**src/rtl/deb_pkg.sv**
```systemverilog
// Shared defaults for the switch debouncer: bus width, tick divider,
// acceptance threshold and the per-bit counter width.
package deb_pkg;
    localparam int DEB_WIDTH        = 8;
    localparam int DEB_TICK_DIV     = 10000;
    localparam int DEB_STABLE_TICKS = 8;
    localparam int DEB_CNT_W        = 4;
endpackage

```
**src/rtl/debounce_bit.sv**
```systemverilog
// One debounced switch bit: tick-counted acceptance of a new level.
// Edge pulse flops exist only when DEBOUNCE_EDGE_EN is defined.
module debounce_bit
    import deb_pkg::*;
#(
    parameter int STABLE_TICKS = DEB_STABLE_TICKS
) (
    input  logic clk,
    input  logic reset,
    input  logic s2,
    input  logic tick,
    output logic sw_stable,
    output logic sw_rise,
    output logic sw_fall
);

    localparam logic [DEB_CNT_W-1:0] LP_LAST = DEB_CNT_W'(STABLE_TICKS - 1);

    logic [DEB_CNT_W-1:0] r_cnt;
    logic                 r_stable;
    logic                 w_mismatch;
    logic                 w_accept;

    assign w_mismatch = s2 ^ r_stable;
    assign w_accept   = w_mismatch & tick & (r_cnt == LP_LAST);
    assign sw_stable  = r_stable;

    // Any cycle of agreement restarts the count, so bouncing never accumulates
    always_ff @(posedge clk) begin
        if (reset) begin
            r_cnt    <= {DEB_CNT_W{1'b0}};
            r_stable <= 1'b0;
        end else if (!w_mismatch) begin
            r_cnt    <= {DEB_CNT_W{1'b0}};
        end else if (w_accept) begin
            r_cnt    <= {DEB_CNT_W{1'b0}};
            r_stable <= s2;
        end else if (tick) begin
            r_cnt    <= r_cnt + DEB_CNT_W'(1);
        end else begin
            r_cnt    <= r_cnt;
        end
    end

`ifdef DEBOUNCE_EDGE_EN
    logic r_rise;
    logic r_fall;

    // Pulses share the acceptance edge, so they coincide with the new level
    always_ff @(posedge clk) begin
        if (reset) begin
            r_rise <= 1'b0;
            r_fall <= 1'b0;
        end else begin
            r_rise <= w_accept & s2;
            r_fall <= w_accept & ~s2;
        end
    end

    assign sw_rise = r_rise;
    assign sw_fall = r_fall;
`else
    assign sw_rise = 1'b0;
    assign sw_fall = 1'b0;
`endif

endmodule

```
**src/rtl/switch_debounce_sync.sv**
```systemverilog
// Switch-bus conditioner: 2-flop synchroniser, shared sample prescaler,
// per-bit debounce and a registered settled flag. Edge pulses: DEBOUNCE_EDGE_EN.
module switch_debounce_sync
    import deb_pkg::*;
#(
    parameter int WIDTH        = DEB_WIDTH,
    parameter int TICK_DIV     = DEB_TICK_DIV,
    parameter int STABLE_TICKS = DEB_STABLE_TICKS
) (
    input  logic             clk,
    input  logic             reset,
    input  logic [WIDTH-1:0] sw_raw,
    output logic [WIDTH-1:0] sw_stable,
    output logic [WIDTH-1:0] sw_rise,
    output logic [WIDTH-1:0] sw_fall,
    output logic             settled
);

    localparam int              PRE_W  = $clog2(TICK_DIV);
    localparam logic [PRE_W-1:0] LP_TOP = PRE_W'(TICK_DIV - 1);

    logic [WIDTH-1:0] r_s1;
    logic [WIDTH-1:0] r_s2;
    logic [PRE_W-1:0] r_pre;
    logic             r_settled;
    logic             w_tick;
    logic [WIDTH-1:0] w_stable;
    logic [WIDTH-1:0] w_match;

    // Plain flop chain; nothing may sit between the two stages
    always_ff @(posedge clk) begin
        if (reset) begin
            r_s1 <= {WIDTH{1'b0}};
            r_s2 <= {WIDTH{1'b0}};
        end else begin
            r_s1 <= sw_raw;
            r_s2 <= r_s1;
        end
    end

    // Free-running prescaler shared by all bits
    always_ff @(posedge clk) begin
        if (reset) begin
            r_pre <= {PRE_W{1'b0}};
        end else if (r_pre == LP_TOP) begin
            r_pre <= {PRE_W{1'b0}};
        end else begin
            r_pre <= r_pre + PRE_W'(1);
        end
    end

    assign w_tick = (r_pre == LP_TOP);

    genvar gi;
    generate
        for (gi = 0; gi < WIDTH; gi++) begin : g_bit
            debounce_bit #(
                .STABLE_TICKS (STABLE_TICKS)
            ) u_bit (
                .clk       (clk),
                .reset     (reset),
                .s2        (r_s2[gi]),
                .tick      (w_tick),
                .sw_stable (w_stable[gi]),
                .sw_rise   (sw_rise[gi]),
                .sw_fall   (sw_fall[gi])
            );
        end
    endgenerate

    assign w_match = ~(r_s2 ^ w_stable);

    // Settled flag, one cycle behind the synchronised comparison
    always_ff @(posedge clk) begin
        if (reset) begin
            r_settled <= 1'b1;
        end else begin
            r_settled <= &w_match;
        end
    end

    assign sw_stable = w_stable;
    assign settled   = r_settled;

endmodule
```
**config.mk**
```make
export PLATFORM = sky130hd
export DESIGN_NAME = switch_debounce_sync
export DESIGN_NICKNAME = d
export VERILOG_FILES = /design/src/rtl/deb_pkg.sv /design/src/rtl/debounce_bit.sv /design/src/rtl/switch_debounce_sync.sv
export SDC_FILE = /design/constraint.sdc
export NUM_CORES = 1
export LEC_CHECK = 0
export CAP_MARGIN = 40
export CORE_ASPECT_RATIO = 1.2
export CORE_MARGIN = 4
export CORE_UTILIZATION = 40
export DETAILED_ROUTE_END_ITERATION = 10
export HOLD_SLACK_MARGIN = 0.02
export MAX_ROUTING_LAYER = met4
export SYNTH_ARGS = -nofsm -noshare
export SYNTH_HDL_FRONTEND = slang
export SYNTH_HIERARCHICAL = 1
export SYNTH_SLANG_ARGS = --single-unit
export TNS_END_PERCENT = 20
```
**constraint.sdc**
```tcl
create_clock -name clk -period 5.35 [get_ports clk]
set_clock_uncertainty 0.15 [all_clocks]
set_input_delay 1.07 -clock clk [delete_from_list [all_inputs] [get_ports clk]]
set_output_delay 1.07 -clock clk [all_outputs]
set_load 0.02 [all_outputs]
```
==> flow_metrics.tcl <==
set metrics [dict create \
    status "completed" \
    synth_cells 323 \
    ys_seq_area_share_pct 45.9 \
    synth_most_common_cell "dfxtp_1" \
    worstPathArrival_ns 1.39 \
    critPathLaunchType "register" \
    grt_usage_pct 11.9 \
    die_width_um 88.3 \
    finalCritPeriodShare_pct 48.8 \
    worstSkewPairLatency_ns 0.34 \
    slew_headroom_pct 66.1 \
    r2r_start "r_pre[5]" \
    cts_buffers 9 \
    drive_gt1_share_pct 7.74 \
    slowest_delay_ns 0.64 \
    path_depth 1 \
    cp_top_family "buffers and inverters" \
    dr.pass1.iters 4 \
    place.gp.congestion 0.772 \
    synth_edf_count 0 \
    clock-root-buffer "clkbuf_8" \
    ys_warn_count 6 \
    p_leak_nw 1.33 \
    peakVddDrop_v 0.000140 \
    io_buffers 18 \
    power_density_nw_per_um2 307 \
    max_clock_freq_mhz 383 \
    antenna_found_initial 0 \
    ys.flop_type "dfxtp_1" \
    synth_common_cells "dfxtp_1 (71), nor2_1 (50), xor2_1 (24), xnor2_1 (20), nand2_1 (19)" \
    dieHeight_um 104 \
    initial_core_util_pct 41.8 \
    cp-end-kind "primary output" \
    hp-class "reg -> reg" \
    wl_um 4940 \
    ff2ff_path_depth 6 \
    yosys.area.top_type_share_pct 45.9 \
    hold_violations 0 \
    cap_violations 0 \
    setup_tns_ns 0 \
    row_count 34 \
    grt-ovfl-total 0 \
    routedWlPerCell_um 11.2 \
    nets 363 \
    finalSetupViolations 0 \
    ios 35 \
    power.total_mw 1.09 \
    synth.avg_cell_area_sq_um 9.59 \
    cp.required_ns 4.13 \
    grt_pass1_vias 1939 \
    ys_top_cells_by_area "dfxtp_1 (46%), xor2_1 (6.8%), nor2_1 (6.1%), xnor2_1 (5.7%), mux2i_1 (5.2%)" \
    met1_usage_pct 14.0 \
    antenna_left 0 \
    busiest_layer "met2" \
    grt_use_met2_pct 18.4 \
    worst_slew_pin_slew_ns 0.508 \
    cts_buffer_depth 2 \
    async_flop_share_pct 0 \
    antenna_cells 0 \
    path_cells "clkdlybuf4s50_1" \
    use_met3_pct 3.09 \
    post_cts_resize_count 0 \
    min_path_cells 1 \
    layout_min_cycle_time_ns 2.61 \
    clk_pin_slew_ns 0.07 \
    grt_max_degree 44 \
    holdCritStartpoint "r_s1[1]" \
    initialDrtViolationCount 34 \
    dp_hpwl_um 3420 \
    vias 2060 \
    setup.worst_path.start "g_bit[0].u_bit/sw_stable" \
    hold_buffers 0 \
    syn_area_sq_um 3100 \
    vias_per_cell 4.69 \
    cts.sinks 71 \
    syn_to_final_growth_pct 14.5 \
    yosysTopAreaCell "dfxtp_1" \
    ys_types 26 \
    ys_ff_latch 71 \
    critPathMaxFanout 4 \
    cts_tree "yes" \
    cp_slowest_cell "clkdlybuf4s50_1" \
    die_area_sq_um 9220 \
    rsz0062_at_grt "false" \
    post_cts_buffers 0 \
    final_max_slew_viol_count 0 \
    grt_pass1_wl_um 8460 \
    critPathKind "reg -> out" \
    ctsHtreeMaxLevel 3 \
    route.detailed.drc 0 \
    core_area_sq_um 7400 \
    crit_buf_inv 1 \
]
==> layer usage <==
layer  up-vias  share of wire, %  routed length, um
li1       1086                 -                  -
met1       941                47               2320
met2        25                48               2370
met3         8               3.4                168
met4         0               1.7                 83
met5         -                 0                  0
==> state kept, by name, indices dropped and copies added (netlist names) <==
signal                 flops
r_s2                       8
g_bit.u_bit/sw_stable      8
settled                    1
r_pre                     14
g_bit.u_bit/r_cnt         32
r_s1                       8
==> power by group <==
part | switching (mW) | internal (mW) | total [mW]
Sequential | 0.00540 | 0.536 | 0.542
Combinational | 0.0248 | 0.0174 | 0.0422
Clock | 0.194 | 0.309 | 0.503
Total | 0.224 | 0.863 | 1.09
==> placed cells by master, fill, tap and decap left out <==
master / n
buf_4: 2
bufinv_16: 3
clkbuf_1: 1
clkinv_2: 2
dfxtp_1: 71
nand3b_1: 8
clkbuf_8: 9
or4b_1: 1
mux2i_1: 16
nor4_1: 2
nand4_1: 12
conb_1: 16
inv_1: 4
xnor2_1: 20
nor2_1: 50
or3_1: 9
xor2_1: 24
nand2b_1: 8
nor3_1: 5
clkdlybuf4s50_1: 18
nand3_1: 4
a21oi_2: 8
a41o_1: 1
nor4_4: 1
or2_2: 1
clkinv_4: 1
nand2_1: 19
nand4b_1: 8
ha_1: 9
nor2b_1: 16
==> through the flow <==
step | util [%] | hold slack, ns | instances | cell area (sq um) | setup WS [ns]
final | 47.9 | 0.286 | 439 | 3540 | 2.74
after global routing | 47.9 | 0.306 | 439 | 3540 | 2.63
after CTS | 47.9 | 0.291 | 439 | 3540 | 2.70
after detailed placement | 44.7 | 0.273 | 423 | 3310 | 2.76
after global placement | 44.7 | 0.268 | 423 | 3310 | 2.78
after floorplan | - | 0.264 | 331 | 3130 | 1.18
==> kinds of logic after synthesis <==
| group | Yosys count | share of synthesized area (%) |
|---|---|---|
| adders and majority gates | 9 | 3.64 |
| muxes | 16 | 5.17 |
| buffers and inverters | 22 | 4.85 |
| DFF | 71 | 45.9 |
| AOI/OAI and AO/OA | 9 | 2.59 |
| other | 8 | 0.970 |
| xor gates and xnor gates | 44 | 12.4 |
| and+or+nand+nor | 144 | 24.4 |
==> final timing paths <==
path | endpoint | slack (ns)
max | sw_stable[0] | 2.74
min | r_s2[1] | 0.29
max reg2reg | g_bit[2].u_bit/r_cnt[3] | 2.79
min reg2reg | r_s2[1] | 0.29
==> layout make-up <==
type	count	area (sq um)
well taps	90	113
clock inverters	6	109
repair buffers	20	195
clock buffers	10	128
fillers	737	3860
flip-flops and latches	71	1420
inverters	4	15.0
multi-input cells	238	1560
No activity file was read; power rests on OpenSTA's default activity.
